File: config.mk
export PLATFORM = sky130hd
export DESIGN_NAME = fetch_ctrl
export DESIGN_NICKNAME = d
export VERILOG_FILES = /design/src/rtl/fetch_ctrl.sv
export SDC_FILE = /design/constraint.sdc
export NUM_CORES = 1
export LEC_CHECK = 0
export CAP_MARGIN = 20
export CORE_MARGIN = 2
export CORE_UTILIZATION = 44
export CTS_BUF_LIST = sky130_fd_sc_hd__clkbuf_8
export DETAILED_ROUTE_END_ITERATION = 10
export PLACE_DENSITY = 0.88
export SLEW_MARGIN = 20
export SYNTH_ARGS = -nofsm -noshare
export SYNTH_HDL_FRONTEND = slang
export SYNTH_SLANG_ARGS = --single-unit
File: constraint.sdc
create_clock -name clk -period 3 [get_ports clk]
set_clock_uncertainty 0.15 [all_clocks]
set_input_delay 0.6 -clock clk [delete_from_list [all_inputs] [get_ports clk]]
set_output_delay 0.6 -clock clk [all_outputs]
set_load 0.02 [all_outputs]
File: src/rtl/fetch_ctrl.sv
`default_nettype none
// ============================================================================
// Module      : fetch_ctrl
// Description : Single-outstanding instruction-fetch sequencer. It owns the PC,
//               holds fetched words for decode and applies redirects.
// Revision    : 1.0 - initial release
// ============================================================================
module fetch_ctrl #(
    parameter logic [31:0] RESET_PC = 32'h0000_0000
) (
    input  logic        clk,
    input  logic        rst,
    output logic        imem_req,
    output logic [31:0] imem_addr,
    input  logic        imem_gnt,
    input  logic        imem_rvalid,
    input  logic [31:0] imem_rdata,
    output logic        instr_valid,
    output logic [31:0] instr,
    output logic [31:0] instr_pc,
    input  logic        instr_ready,
    input  logic        redirect,
    input  logic [31:0] redirect_pc,
    output logic        fetch_err
);

    typedef enum logic [1:0] {
        IDLE = 2'd0,
        REQ  = 2'd1,
        WAIT = 2'd2,
        HOLD = 2'd3
    } state_e;

    state_e      state_q, state_d;
    logic [31:0] pc_q, pc_d;
    logic [31:0] instr_q, instr_d;
    logic [31:0] instr_pc_q, instr_pc_d;
    logic        drop_q, drop_d;
    logic        instr_valid_q, instr_valid_d;
    logic        fetch_err_q, fetch_err_d;

    logic [31:0] redirect_target;
    logic        redirect_misaligned;

    assign redirect_target     = {redirect_pc[31:2], 2'b00};
    assign redirect_misaligned = |redirect_pc[1:0];

    always_comb begin
        state_d       = state_q;
        pc_d          = pc_q;
        instr_d       = instr_q;
        instr_pc_d    = instr_pc_q;
        drop_d        = drop_q;
        instr_valid_d = instr_valid_q;
        fetch_err_d   = fetch_err_q;

        if (redirect) begin
            pc_d = redirect_target;
            if (redirect_misaligned) begin
                fetch_err_d = 1'b1;
            end
            case (state_q)
                IDLE: state_d = REQ;
                REQ: begin
                    // A request granted this cycle still carries the old address.
                    if (imem_gnt) begin
                        state_d = WAIT;
                        drop_d  = 1'b1;
                    end
                end
                WAIT: begin
                    if (imem_rvalid) begin
                        state_d = REQ;
                        drop_d  = 1'b0;
                    end else begin
                        drop_d  = 1'b1;
                    end
                end
                HOLD: begin
                    instr_valid_d = 1'b0;
                    state_d       = REQ;
                end
                default: state_d = IDLE;
            endcase
        end else begin
            case (state_q)
                IDLE: state_d = REQ;
                REQ: begin
                    if (imem_gnt) begin
                        state_d = WAIT;
                    end
                end
                WAIT: begin
                    if (imem_rvalid) begin
                        if (drop_q) begin
                            drop_d  = 1'b0;
                            state_d = REQ;
                        end else begin
                            instr_d       = imem_rdata;
                            instr_pc_d    = pc_q;
                            instr_valid_d = 1'b1;
                            pc_d          = pc_q + 32'd4;
                            state_d       = HOLD;
                        end
                    end
                end
                HOLD: begin
                    if (instr_ready) begin
                        instr_valid_d = 1'b0;
                        state_d       = REQ;
                    end
                end
                default: state_d = IDLE;
            endcase
        end
    end

    always_ff @(posedge clk) begin
        if (!rst) begin
            state_q       <= IDLE;
            pc_q          <= RESET_PC;
            instr_q       <= 32'h0;
            instr_pc_q    <= 32'h0;
            drop_q        <= 1'b0;
            instr_valid_q <= 1'b0;
            fetch_err_q   <= 1'b0;
        end else begin
            state_q       <= state_d;
            pc_q          <= pc_d;
            instr_q       <= instr_d;
            instr_pc_q    <= instr_pc_d;
            drop_q        <= drop_d;
            instr_valid_q <= instr_valid_d;
            fetch_err_q   <= fetch_err_d;
        end
    end

    // The PC always names the next (or outstanding) fetch, so it doubles as the address.
    assign imem_req    = (state_q == REQ);
    assign imem_addr   = pc_q;
    assign instr_valid = instr_valid_q;
    assign instr       = instr_q;
    assign instr_pc    = instr_pc_q;
    assign fetch_err   = fetch_err_q;

endmodule
`default_nettype wire

Word-level counts from Yosys, hierarchy flattened
Cells that the tools add are included.
W data, S select, Z words.

operators by class
  add/sub/neg operators = 1
  bitwise gates (word level) = 3
  reduce and logical (&&, ||, !) cells = 15
  equality and inequality tests = 10
  multiplexer cells = 24

operators by type and width
  operator                 count
  $mux W32                 4
  $add A32 B3 Y32 const B  1
  $mux W2                  6
  $ne A3 B3 Y1 const B     4
  $mux W1                  10
  $pmux W2 S4              1
  $reduce_and A4 Y1        2
  $reduce_bool A2 Y1       4
  $pmux W2 S3              1
  $reduce_and A3 Y1        2
  $reduce_or A2 Y1         3
  $reduce_and A5 Y1        1
  $eq A2 B2 Y1 const B     2
  $ne A2 B2 Y1 const B     2
  $pmux W1 S2              2
  $reduce_and A2 Y1        2
  $not A1 Y1               3
  $eq A2 B1 Y1 const B     1
  $logic_not A2 Y1         1
  $ne A2 B1 Y1 const B     1

word-level totals
  word-level logic and storage cells = 61
  register bits after elaboration = 101
  input bits = 70
  output and inout bits = 99

Logic depth before layout (Yosys ltp)
Gate-level depths: netlist (run 1).

  word-level depth = 5
  depth in mapped cells = 8
  gate-level depth less buffers = 7

Least setup slack after synthesis (run 1)
No wires, ideal clock.

  path kind = input port to flip-flop
  start = in redirect
  end = reg pc_q[26] (netlist: imem_addr[26])
  path buffers = 2
  cell stages on the path = 7
  path slack = 0.729 ns
  arrival time = 2.046 ns
  setup time = 0.074 ns
  cell sequence = clkbuf_1 > nor3b_1 > and2_1 > clkbuf_1 > nand2_1 > or4_1 > a31oi_1

on the way
  word-level cells in the longest chain between the ends = 2

RTL lines
  what                                                                 RTL line  RTL
  start, declared                                                      22        input logic redirect,
  $ne A2 B2 Y1 (no line) / $reduce_bool A2 Y1 (equally long branches)  -
  $reduce_and A3 Y1 (no line)                                          -
  end signal, assigned                                                 129       pc_q <= pc_d;
  end, declared                                                        35        logic [31:0] pc_q, pc_d;

Several ways; a longest one is shown, not always the timed one.
A chain may end at the register's enable or synchronous reset.

Worst setup path after layout (run 1)
  start = in imem_rvalid
  end = reg pc_q[31] (netlist: imem_addr[31])

on the way
  word-level cells in the longest chain between the ends = 2

RTL lines
  what                          RTL line  RTL
  start, declared               16        input logic imem_rvalid,
  $reduce_bool A2 Y1 (no line)  -
  $reduce_and A3 Y1 (no line)   -

Every way passes these cells.

==> results of run 1 <==
-- power groups by stage --
stage	Sequential, uW	Clock, uW	Combinational [uW]
finish	1380	886	359
global route	1390	970	387
CTS	1380	914	360
detailed placement	1410	0	358
global placement	1410	0	352
floorplan	1440	0	127
-- flip-flops by register name, summed over array words and instances, names as in the netlist --
register	count
drop_q	1
state_q	2
fetch_err	1
imem_addr	30
instr_valid	1
instr	32
instr_pc	30
-- placed cells by master, fill, tap and decap left out, types with 3 or more instances in the layout --
master and count:
a211oi_1 9, a21oi_1 88, and4_1 5, buf_4 10
clkbuf_8 9, clkdlybuf4s50_1 164, conb_1 4, dfxtp_1 97
ha_1 4, inv_1 6, nand2_1 139, nand3_1 10
nand4_1 7, nor2_1 17, nor3_1 8, nor3b_1 3
nor4_1 5, o21ai_0 21, xnor2_1 15, xor2_1 11
-- stage by stage --
step / instance area [um2] / utilization (%) / worst slack (ns)
3_5_place_dp: 5820 / 63.8 / 0.191
4_1_cts: 6020 / 66.1 / 0.559
5_1_grt: 6020 / 66.1 / 0.365
2_1_floorplan: 4070 / - / 0.729
3_3_place_gp: 5820 / 63.8 / 0.265
6_report: 6020 / 66.1 / 0.519
-- tightest hold or removal path, stage by stage (launching register included) --
cell,delay (ns)
dfxtp_1,0.32
inv_1,0.04
a21oi_1,0.05
-- layout make-up --
type | count | area (um2)
Sequential cell | 97 | 1940
Multi-Input combinational cell | 375 | 1950
Clock inverter | 7 | 85.1
Tap cell | 111 | 139
Timing Repair Buffer | 176 | 1760
Inverter | 8 | 30.0
Fill cell | 754 | 3080
Clock buffer | 9 | 124
-- how the worst min path moves through the flow --
| stage | end | slack [ns] | cells after the start |
|---|---|---|---|
| after floorplan | state_q[0] | 0.34 | 2 |
| after global placement | fetch_err | 0.28 | 2 |
| after detailed placement | fetch_err | 0.29 | 2 |
| after CTS | fetch_err | 0.30 | 2 |
| after global routing | fetch_err | 0.33 | 2 |
| final | fetch_err | 0.30 | 2 |
-- cell families after synthesis --
| kind of cell | Yosys count | synth area share (%) |
|---|---|---|
| adder cells (fa/ha/maj) | 4 | 1.23 |
| flip-flops | 97 | 47.9 |
| other | 1 | 0.0924 |
| AO/OA/AOI/OAI | 126 | 16.7 |
| multiplexers | 2 | 0.524 |
| XOR/XNOR | 26 | 5.61 |
| AND/OR/NAND/NOR | 213 | 23.5 |
| buffers and inverters | 44 | 4.47 |
-- metal layers --
metal / global-route usage (%) / wire [um]
met3: 4.60 / 943
met5: 0 / 0
met4: 7.17 / 139
met2: 42.9 / 6070
met1: 28.5 / 4820
==> summary by stage, run 1 <==
CTS
Counting the buffers created by CTS gives 9. In this run the post-CTS setup repair buffer count came out at 0. The clock passes through at most 2 buffers. The post-cts hold buffer count is 0. The number of instances resized during post-cts repair is 0. The clock reaches the later pin of the worst-skew pair after 0.36 ns. The number of sinks on the clock net is 97. The TritonCTS clock tree is yes. The root buffer cell is clkbuf_8.

The clock-pin slew of the registers on the worst-case setup and hold paths is 0.10 ns. The maximum level of the CTS H-tree is 3.

Timing
The final setup TNS is 0 ns. Setup repair after global routing left no endpoint under its margin. Across all hold checks on the routed design, the worst slack comes to 0.298 ns.

The final hold violation count was 0. The share of the clock period used by the worst path is 82.7%. Setup violations remaining at the end of the flow were counted as 0. At the pin with the least slew margin, the transition time is 0.702 ns. The final-report max-slew violation count is 0.

The maximum clock rate is 403 MHz. The final critical-path required period is 2.48 ns. The normalized max-slew margin is 53.1%.

Die
The die width is 100 um. The initialized floorplan defines 35 standard-cell rows. The initial core utilization is 44.5%.

The number of primary I/O pins is 169. The die is 100 um tall. The region available for standard cell placement spans 9110 um2. The die covers 10,000 um2.

Logic synthesis
The distinct cell type count of the synthesized netlist is 44. Sorting the synthesized cells by area gives the leading types as dfxtp_1 48%, nand2_1 13%, a21oi_1 11%, xnor2_1 3.2%, o21ai_0 2.6%. In this run the cell area of the synthesized design comes to 4060 um2. In the synthesized netlist, the cells that appear most often are 140 x nand2_1, 97 x dfxtp_1, 88 x a21oi_1. Summed over all instances, the cell type with the most area after synthesis is dfxtp_1. The warning count from the yosys run is 0. The top cell type by area accounts for 47.9% of the synthesized area. In the post-synthesis netlist, the cell with the most instances is nand2_1.

Synthesis produced a netlist whose cell count is 513. The number of flops mapped to enable cells by yosys is 0. The register bit count reported by yosys is 97. The post-synthesis sequential area ratio is 47.9%. The commonest register cell after synthesis is dfxtp_1. Counting flops with an async set or reset pin after synthesis yields a share of 0%. The mean instance size in the synthesized netlist is 7.91 um2.

Critical path
The cell family contributing the most delay on the critical path is simple AND/OR/NAND/NOR gates. The most critical setup path has its endpoint at imem_addr[31]. The startpoint type of the worst setup path is an input port. The data required time of the worst path is 3.12 ns. The worst reg2reg path startpoint is imem_addr[8].

On the worst path, the slowest cell contributes a delay of 0.60 ns. Measured in cells, the most critical reg-to-reg path has a length of 5. The number of buffers and inverters on the critical path is 1. The number of gates on the worst path with buffers counted is 6. The worst register-to-register path has a setup slack of 0.60 ns.

Traced cell by cell, the critical path runs through clkdlybuf4s50_1, nand3b_1, or3_1, nor4_1, mux2_2, a211oi_1. The critical path capture point type is a flop. Along the worst path, the maximum fanout reaches 7. The critical-path cell with the highest stage delay is clkdlybuf4s50_1. The classification of the worst setup path is in2reg.

In this run the worst setup path begins at imem_rvalid. Data on the critical path arrives at its endpoint at 2.60 ns. The end of the worst register-to-register path is imem_addr[31].

GRT
For this run the aggregate overflow at the end of global routing stands at 0. The via count of the first global-routing pass is 3,959. The largest net degree at the start of global routing is 53. The number of antenna violations at the first check in global routing is 0.

The first-pass GRT wire length is 19,100 um. The overall global routing resource usage is 23.7%.

Layout
Compared with the post-synthesis result, the final layout area differs by 48.5%. Of the cells placed in the final design, the portion with a size suffix greater than 1 is 5.21%. The repair_antennas step left the layout with diodes totalling 0. The layout net count is 741.

For this run, the number of standard cells in the final layout without fillers is 783.

Pwr
The clock network burns 33.7% of the power. The worst vdd rail ir drop is 197 uV. The power consumption is 2630 uW. Sequential cells account for 52.6% of the total power. The analysis attributes to cell leakage a power of 0.00201 uW. The design internal power is 1920 uW. The net switching component of the power is 706 uW. In this run switching power makes up 26.9% of total power.

For this design the ratio of total power to cell area is 436 nW/um2. Per report_power, the combinational group accounts for 13.7% of the total.

Hold path
The worst hold path class is reg2reg. The hold path startpoint is fetch_err.

Routing
For this block, the routed nets add up to 12,000 um of wire. The routed layout has 4,151 vias. The wire length per cell is 15.3 um.

The first-iteration detailed-routing DRC count is 181. The iteration count of the initial detailed-routing pass is 5. In the routed layout, each cell is associated on average with a via count of 5.30. After detailed routing, the number of remaining DRC violations is 0. The count of nets left with antenna violations after detail routing is 0.

Flow run
The tool flagged a number of max-cap violations equal to 0.

Place
The detailed placer's ending HPWL is 8720 um. The placed cell count is 767. The count of buffers added on input and output ports is 164. The congestion estimate from routability-driven global placement came to 0.872.

Run status
The flow ran to the end, and the final reports show no timing, DRC or antenna violations.
Power figures use the tool's default switching activity.
==> inputs of run 2 (changes only) <==
Clock period 3 ns to 2.3 ns, I/O delays scaled along.
==> run 2 against run 1 <==
  * Clock power increased by 60%
  * Final cell count is 2.9% higher
  * Sequential cell count unchanged
  * Global-route usage decreased by 0.24 points
  * Register-to-register slack worse by 0.43 ns
  * Die area unchanged
  * Sequential power grew 29%
  * First-iteration DRC count up 3.9%
  * Highest routed layer unchanged
  * Design area rose by 4.4%
  * Total power grew 42%
  * Core utilization up 2.9 points
  * Non-clock buffer count grew 23
==> summary by stage, run 2 (synthesis gave the netlist of run 1 again) <==
Die
The die width is 100 um. Row generation in the floorplan step produced 35 rows. The number of primary I/O pins is 169.

The floorplan step defined a core boundary enclosing 9110 um2. The die is 100 um tall. The total die area is 10,000 um2. The initial core utilization is 44.5%.

GRT
In this run the most used layer during global routing was met2. After global routing the overflow that remains totals 0. The first-pass GRT wire length is 18,900 um. The via count of the first global-routing pass is 4,005.

Global routing consumed, on the met3 layer, 4.46% of the routing resources. The number of antenna violations at the first check in global routing came to 0. The overall global routing resource usage is 23.5%. Global routing consumed, on the met2 layer, 41.9% of the routing resources. Entering global routing, the biggest net connects 55 pins.

Global routing used 28.2% of the available met1 tracks.

Routing
The first-iteration detailed-routing DRC count is 188. The wire length per cell is 14.8 um. Before antenna repair, the detailed router went through 6 iterations. The average via count per standard cell is 5.21. The routed layout has 4,201 vias. The routed wire length is 12,000 um. The count of nets left with antenna violations after detail routing is 0. The DRC violations left is 0.

Timing
Once routing completed, OpenROAD measured the worst setup slack at 0.152 ns. The minimum hold slack is 0.311 ns. The final hold violation count is 0. The setup violation total in the final timing report is 0. Setup repair after global routing left no endpoint under its margin. The final-report max-slew violation count is 0. Dividing the final minimum period by the clock period gives 93.4%.

The maximum clock rate is 466 MHz. The final critical-path required period is 2.15 ns.

CTS
For this design, the sink count on the clock tree is 97. The clock-pin slew of the registers on the worst-case setup and hold paths is 0.09 ns. The clock latency on the worst-skew pair is 0.35 ns. The number of buffers inserted during clock tree synthesis is 9. The TritonCTS clock tree is yes. For this design, the CTS-stage hold fixing added 0 buffers.

The number of buffers inserted by post-CTS setup repair is 0. The H-tree was split into 3 levels. The maximum root-to-sink buffer count is 2. The root buffer cell is clkbuf_8.

Critical path
The highest fanout seen on the critical path is 7. The number of buffers and inverters on the critical path is 1. The classification of the worst setup path is reg2out. The critical-path cell with the highest stage delay is clkdlybuf4s50_1. Walking the worst path, the cells encountered are clkdlybuf4s50_1. The worst setup path is launched from a flop. STA puts the critical path data arrival time at 1.54 ns. For this run, the slowest stage of the critical path takes 0.67 ns. The critical path capture point type is a primary output.

The critical path's top delay family is buffers and inverters. The data required time of the worst path is 1.69 ns.

Layout
The sequential cell area in the final layout is 1940 um2. The area of the multi-input gates is 1950 um2. The library cell used most frequently in the layout, excluding fill and tap cells, is clkdlybuf4s50_1. The count of antenna diodes in the layout is 0. The layout net count is 764. The final instance area is 6290 um2. The area growth from synthesis to layout is 55.1%. The top cell types in the final layout, fill and taps aside, are 163 x clkdlybuf4s50_1, 139 x nand2_1, 95 x dfxtp_1. Of the cells placed in the final design, the portion with a size suffix greater than 1 is 8.78%. The number of flip-flops under the largest register name is 32. The number of inserted filler cells in the final layout is 700.

Flow run
The tool flagged a number of max-cap violations equal to 0.

Pwr
Power spread over the standard cell area amounts to 592 nW/um2. The cell leakage power is 0.00219 uW. The completed layout was analyzed and its total power is 3720 uW. The worst vdd rail ir drop is 318 uV.

Place
The detailed placer's ending HPWL is 8980 um. In this run the cell area measured after placement is 6010 um2. Routability-driven placement finished with a final weighted congestion of 0.868. The count of buffers added on input and output ports is 164.

Before CTS, the worst setup slack after placement is -0.166 ns.

Run status
The flow ran to the end, and the final reports show no timing, DRC or antenna violations.

Hold path
The worst hold path class is reg2reg.
[run 2: cell count changes in the layout (fill, tap and decap cells not counted), sizes merged]
cell | before | now
bufinv | 1 | 4
clkinvlp | 2 | 0
buf | 12 | 35
clkinv | 2 | 4
inv | 10 | 7
dlymetal6s2s | 0 | 1
clkdlybuf4s50 | 164 | 163
[run 2: tightest hold or removal path: stages, from the launching register on]
cell	delay, ns
dfxtp_1	0.32
nand2_1	0.05
a21oi_1	0.05
[run 2: where the power goes]
part,internal [uW],leakage [uW],total (uW),switching (uW)
clock network,834,0.000133,1420,587
logic,278,0.00126,518,240
registers,1730,0.000790,1780,54.4
[run 2: path summary, 6_finish.rpt]
kind / start / endpoint / slack, ns / cells past startpoint
worst min-delay path: instr_pc[15] / instr_pc[15] / 0.31 / 2
worst max register to register: imem_addr[16] / imem_addr[30] / 0.17 / 5
worst max-delay path: imem_addr[6] / imem_addr[6] / 0.15 / 1
worst min register to register: instr_pc[15] / instr_pc[15] / 0.31 / 2
[run 2: cell type report]
class	count	area share, %
sequential	97	30.9
clock inverter	7	2.27
multi-input combinational	375	31.1
inverter	8	0.477
tap	111	2.21
clock buffer	9	1.97
timing repair buffer	199	31.1
[run 2: timing repair]
action	in CTS	in global routing
gates resized for setup	0	4
setup endpoints to repair	0	3
hold endpoints to repair	0	0
[run 2: through the flow]
| stage | util (%) | TNS, ns | instances |
|---|---|---|---|
| 6_report | 69.1 | 0 | 806 |
| 4_1_cts | 68.9 | 0 | 806 |
| 3_5_place_dp | 66.0 | -0.552 | 790 |
| 5_1_grt | 69.1 | 0 | 806 |
| 3_3_place_gp | 66.0 | -0.142 | 790 |
| 2_1_floorplan | - | 0 | 516 |
[run 2: metal layers]
metal	up-vias	part of all wire, %
li1	2079	-
met1	1956	43
met2	150	49
met3	16	6.7
met4	0	1.5
met5	-	0
==> inputs of run 3 (changes only) <==
Settings changed: CORE_MARGIN 2 to 8, PLACE_DENSITY 0.88 to 0.82.
==> run 3 against run 2 <==
  * Fmax down 3.9%
  * Non-clock buffer count down 1
  * Total power shrank 7.2%
  * Routed wire length up 10%
  * Design area fell by 1.1%
  * Die area increased by 25%
  * Via count increased by 0.14%
  * Combinational power is 2% higher
  * Largest power group unchanged
  * Core utilization is 0.76 points lower
  * Global-route usage shrank 2.9 points
  * Highest routed layer unchanged
  * Register-to-register slack worse by 0.02 ns
==> summary by stage, run 3 (synthesis gave the netlist of run 1 again) <==
Pwr
The analysis attributes to cell leakage a power of 0.00213 uW. The design draws 3460 uW. Of the total power, the share spent switching nets is 26.7%.

Summed over all nets, the switching power comes to 925 uW. In this run the power density over the cells is 555 nW/um2. The worst vdd rail ir drop is 285 uV.

Combinational logic burns 15.2% of the power. The clock network burns 33.3% of the power. The design internal power is 2530 uW. The fraction of power consumed by sequential logic is 51.5%.

Timing
Of the available clock period, the critical path in the final layout requires 97.2%. The worst path in the final design needs a cycle of 2.23 ns, including I/O delays and setup. Setup violations remaining at the end of the flow were counted as 0. The maximum clock rate is 448 MHz.

The final hold violation count is 0. The final-report max-slew violation count came to 0. Setup repair after global routing left no endpoint under its margin.

Layout
The number of antenna diodes in the final layout is 0. The net count of the finished layout is 763. The area of the multi-input gates is 1960 um2.

Cells fill 68.3% of the core in the end. In the final layout, flip-flops and latches occupy 1940 um2. The number of flip-flops under the largest register name is 32.

Leaving out fill and tap cells, the most frequent cell in the layout is clkdlybuf4s50_1. The layout has 760 filler cells. In the layout the commonest cells are 164 x clkdlybuf4s50_1, 139 x nand2_1, 97 x dfxtp_1. The proportion of layout cells with a drive suffix above 1 is 8.50%. From synthesis to final layout, the design area changed by 53.4%.

Die
Once the floorplan was initialized, standard cells occupied 44.5% of the core. Measured along the x axis, the die boundary spans 112 um. The floorplan step defined a die boundary enclosing 12,500 um2. The number of primary I/O pins is 169.

The row count is 35. Measured along the y axis, the die boundary spans 112 um. The total core area is 9110 um2.

GRT
The first global-routing pass estimated 21,300 um of wire. The overall global routing resource usage is 20.6%. After global routing the overflow that remains totals 0. The via count of the first global-routing pass is 4,240. The number of antenna violations at the first check in global routing is 0. Entering global routing, the biggest net connects 62 pins.

Routing
In the routed design, unresolved DRC markers number 0. The first routing iteration left 258 violations. The count of vias placed by the detailed router is 4,207. In the final routed layout, each cell accounts on average for 16.4 um.

For this run, the detailed router's first-pass iteration total came to 4. The routed wire length is 13,200 um. In the routed layout, each cell is associated on average with a via count of 5.23. The count of nets left with antenna violations after detail routing is 0.

CTS
No sink is reached through more buffers than the 2 on the longest clock path. CTS saw 97 sinks. The number of buffers inserted by post-CTS setup repair is 0. Clock tree synthesis selected as its root buffer the cell clkbuf_8.

Clock latency on the worst-skew pair, taken at its later pin, is 0.36 ns. In this run the number of H-tree levels came out at 3. The number of buffers inserted during clock tree synthesis is 9. TritonCTS built the clock tree. The clock-pin slew of the registers on the worst-case setup and hold paths is 0.11 ns.

Critical path
The classification of the worst setup path is reg2out. The critical path capture point type is a primary output. The highest fanout seen on the critical path is 5. STA classifies the critical path startpoint as a flop. The worst endpoint data arrival time is 1.62 ns. The data required time of the worst path is 1.69 ns.

Place
The count of port buffers added during placement is 164. The final weighted congestion in routability-driven placement is 0.858. Detailed placement ended at an HPWL of 10,100 um.

Hold path
The path class of the tightest hold or removal check is reg2reg.

Flow run
The number of maximum-capacitance constraint violations is 0.

Run status
The run finished with clean final reports.
## run 3: final timing paths
check / from / slack, ns / cells past startpoint / endpoint
setup / recovery: state_q[1] / 0.07 / 3 / imem_req
hold / removal: fetch_err / 0.30 / 2 / fetch_err
setup reg to reg: state_q[1] / 0.15 / 7 / imem_addr[31]
hold reg to reg: fetch_err / 0.30 / 2 / fetch_err
## run 3: power by group through the flow
stage / Clock (uW) / Combinational (uW) / Sequential (uW)
detailed placement: 0 / 524 / 1820
floorplan: 0 / 165 / 1870
global placement: 0 / 515 / 1810
finish: 1150 / 526 / 1780
global route: 1250 / 566 / 1790
CTS: 1180 / 528 / 1780
## run 3: worst max-delay path, cell delays in order (launching register included)
cell and delay [ns]:
dfxtp_1 0.37, inv_1 0.07, ha_1 0.20, clkdlybuf4s50_1 0.63
## run 3: final cells by class
type / count / share of cell area [%]
well taps: 111 / 2.23
clock inverters: 7 / 1.37
flip-flops and latches: 97 / 31.2
clock buffers: 9 / 1.99
repair buffers: 198 / 31.3
inverters: 8 / 0.483
multi-input cells: 375 / 31.4
## run 3: what timing repair did
item | in CTS | in global routing
hold buffers | 0 | 0
resized for setup | 0 | 2
endpoints found under the setup margin | 0 | 6
hold endpoints to repair | 0 | 0
## run 3: per-stage QoR
| stage | hold WS (ns) | setup slack [ns] | cells | area (um2) | setup TNS (ns) |
|---|---|---|---|---|---|
| 6_report | 0.302 | 0.0655 | 805 | 6220 | 0 |
| 5_1_grt | 0.334 | 0.00302 | 805 | 6220 | 0 |
| 4_1_cts | 0.302 | 0.0458 | 805 | 6210 | 0 |
| 3_5_place_dp | 0.286 | -0.146 | 789 | 6010 | -0.797 |
| 3_3_place_gp | 0.281 | -0.131 | 789 | 6010 | -0.176 |
| 2_1_floorplan | 0.338 | 0.0335 | 516 | 4070 | 0 |
## run 3: per-layer routing
layer | GRT usage, % | vias up | wire length [um]
met5 | 0 | - | 0
met4 | 6.29 | 0 | 177
met3 | 7.30 | 15 | 1400
met2 | 35.3 | 160 | 6250
met1 | 23.7 | 1955 | 5350
li1 | - | 2077 | -
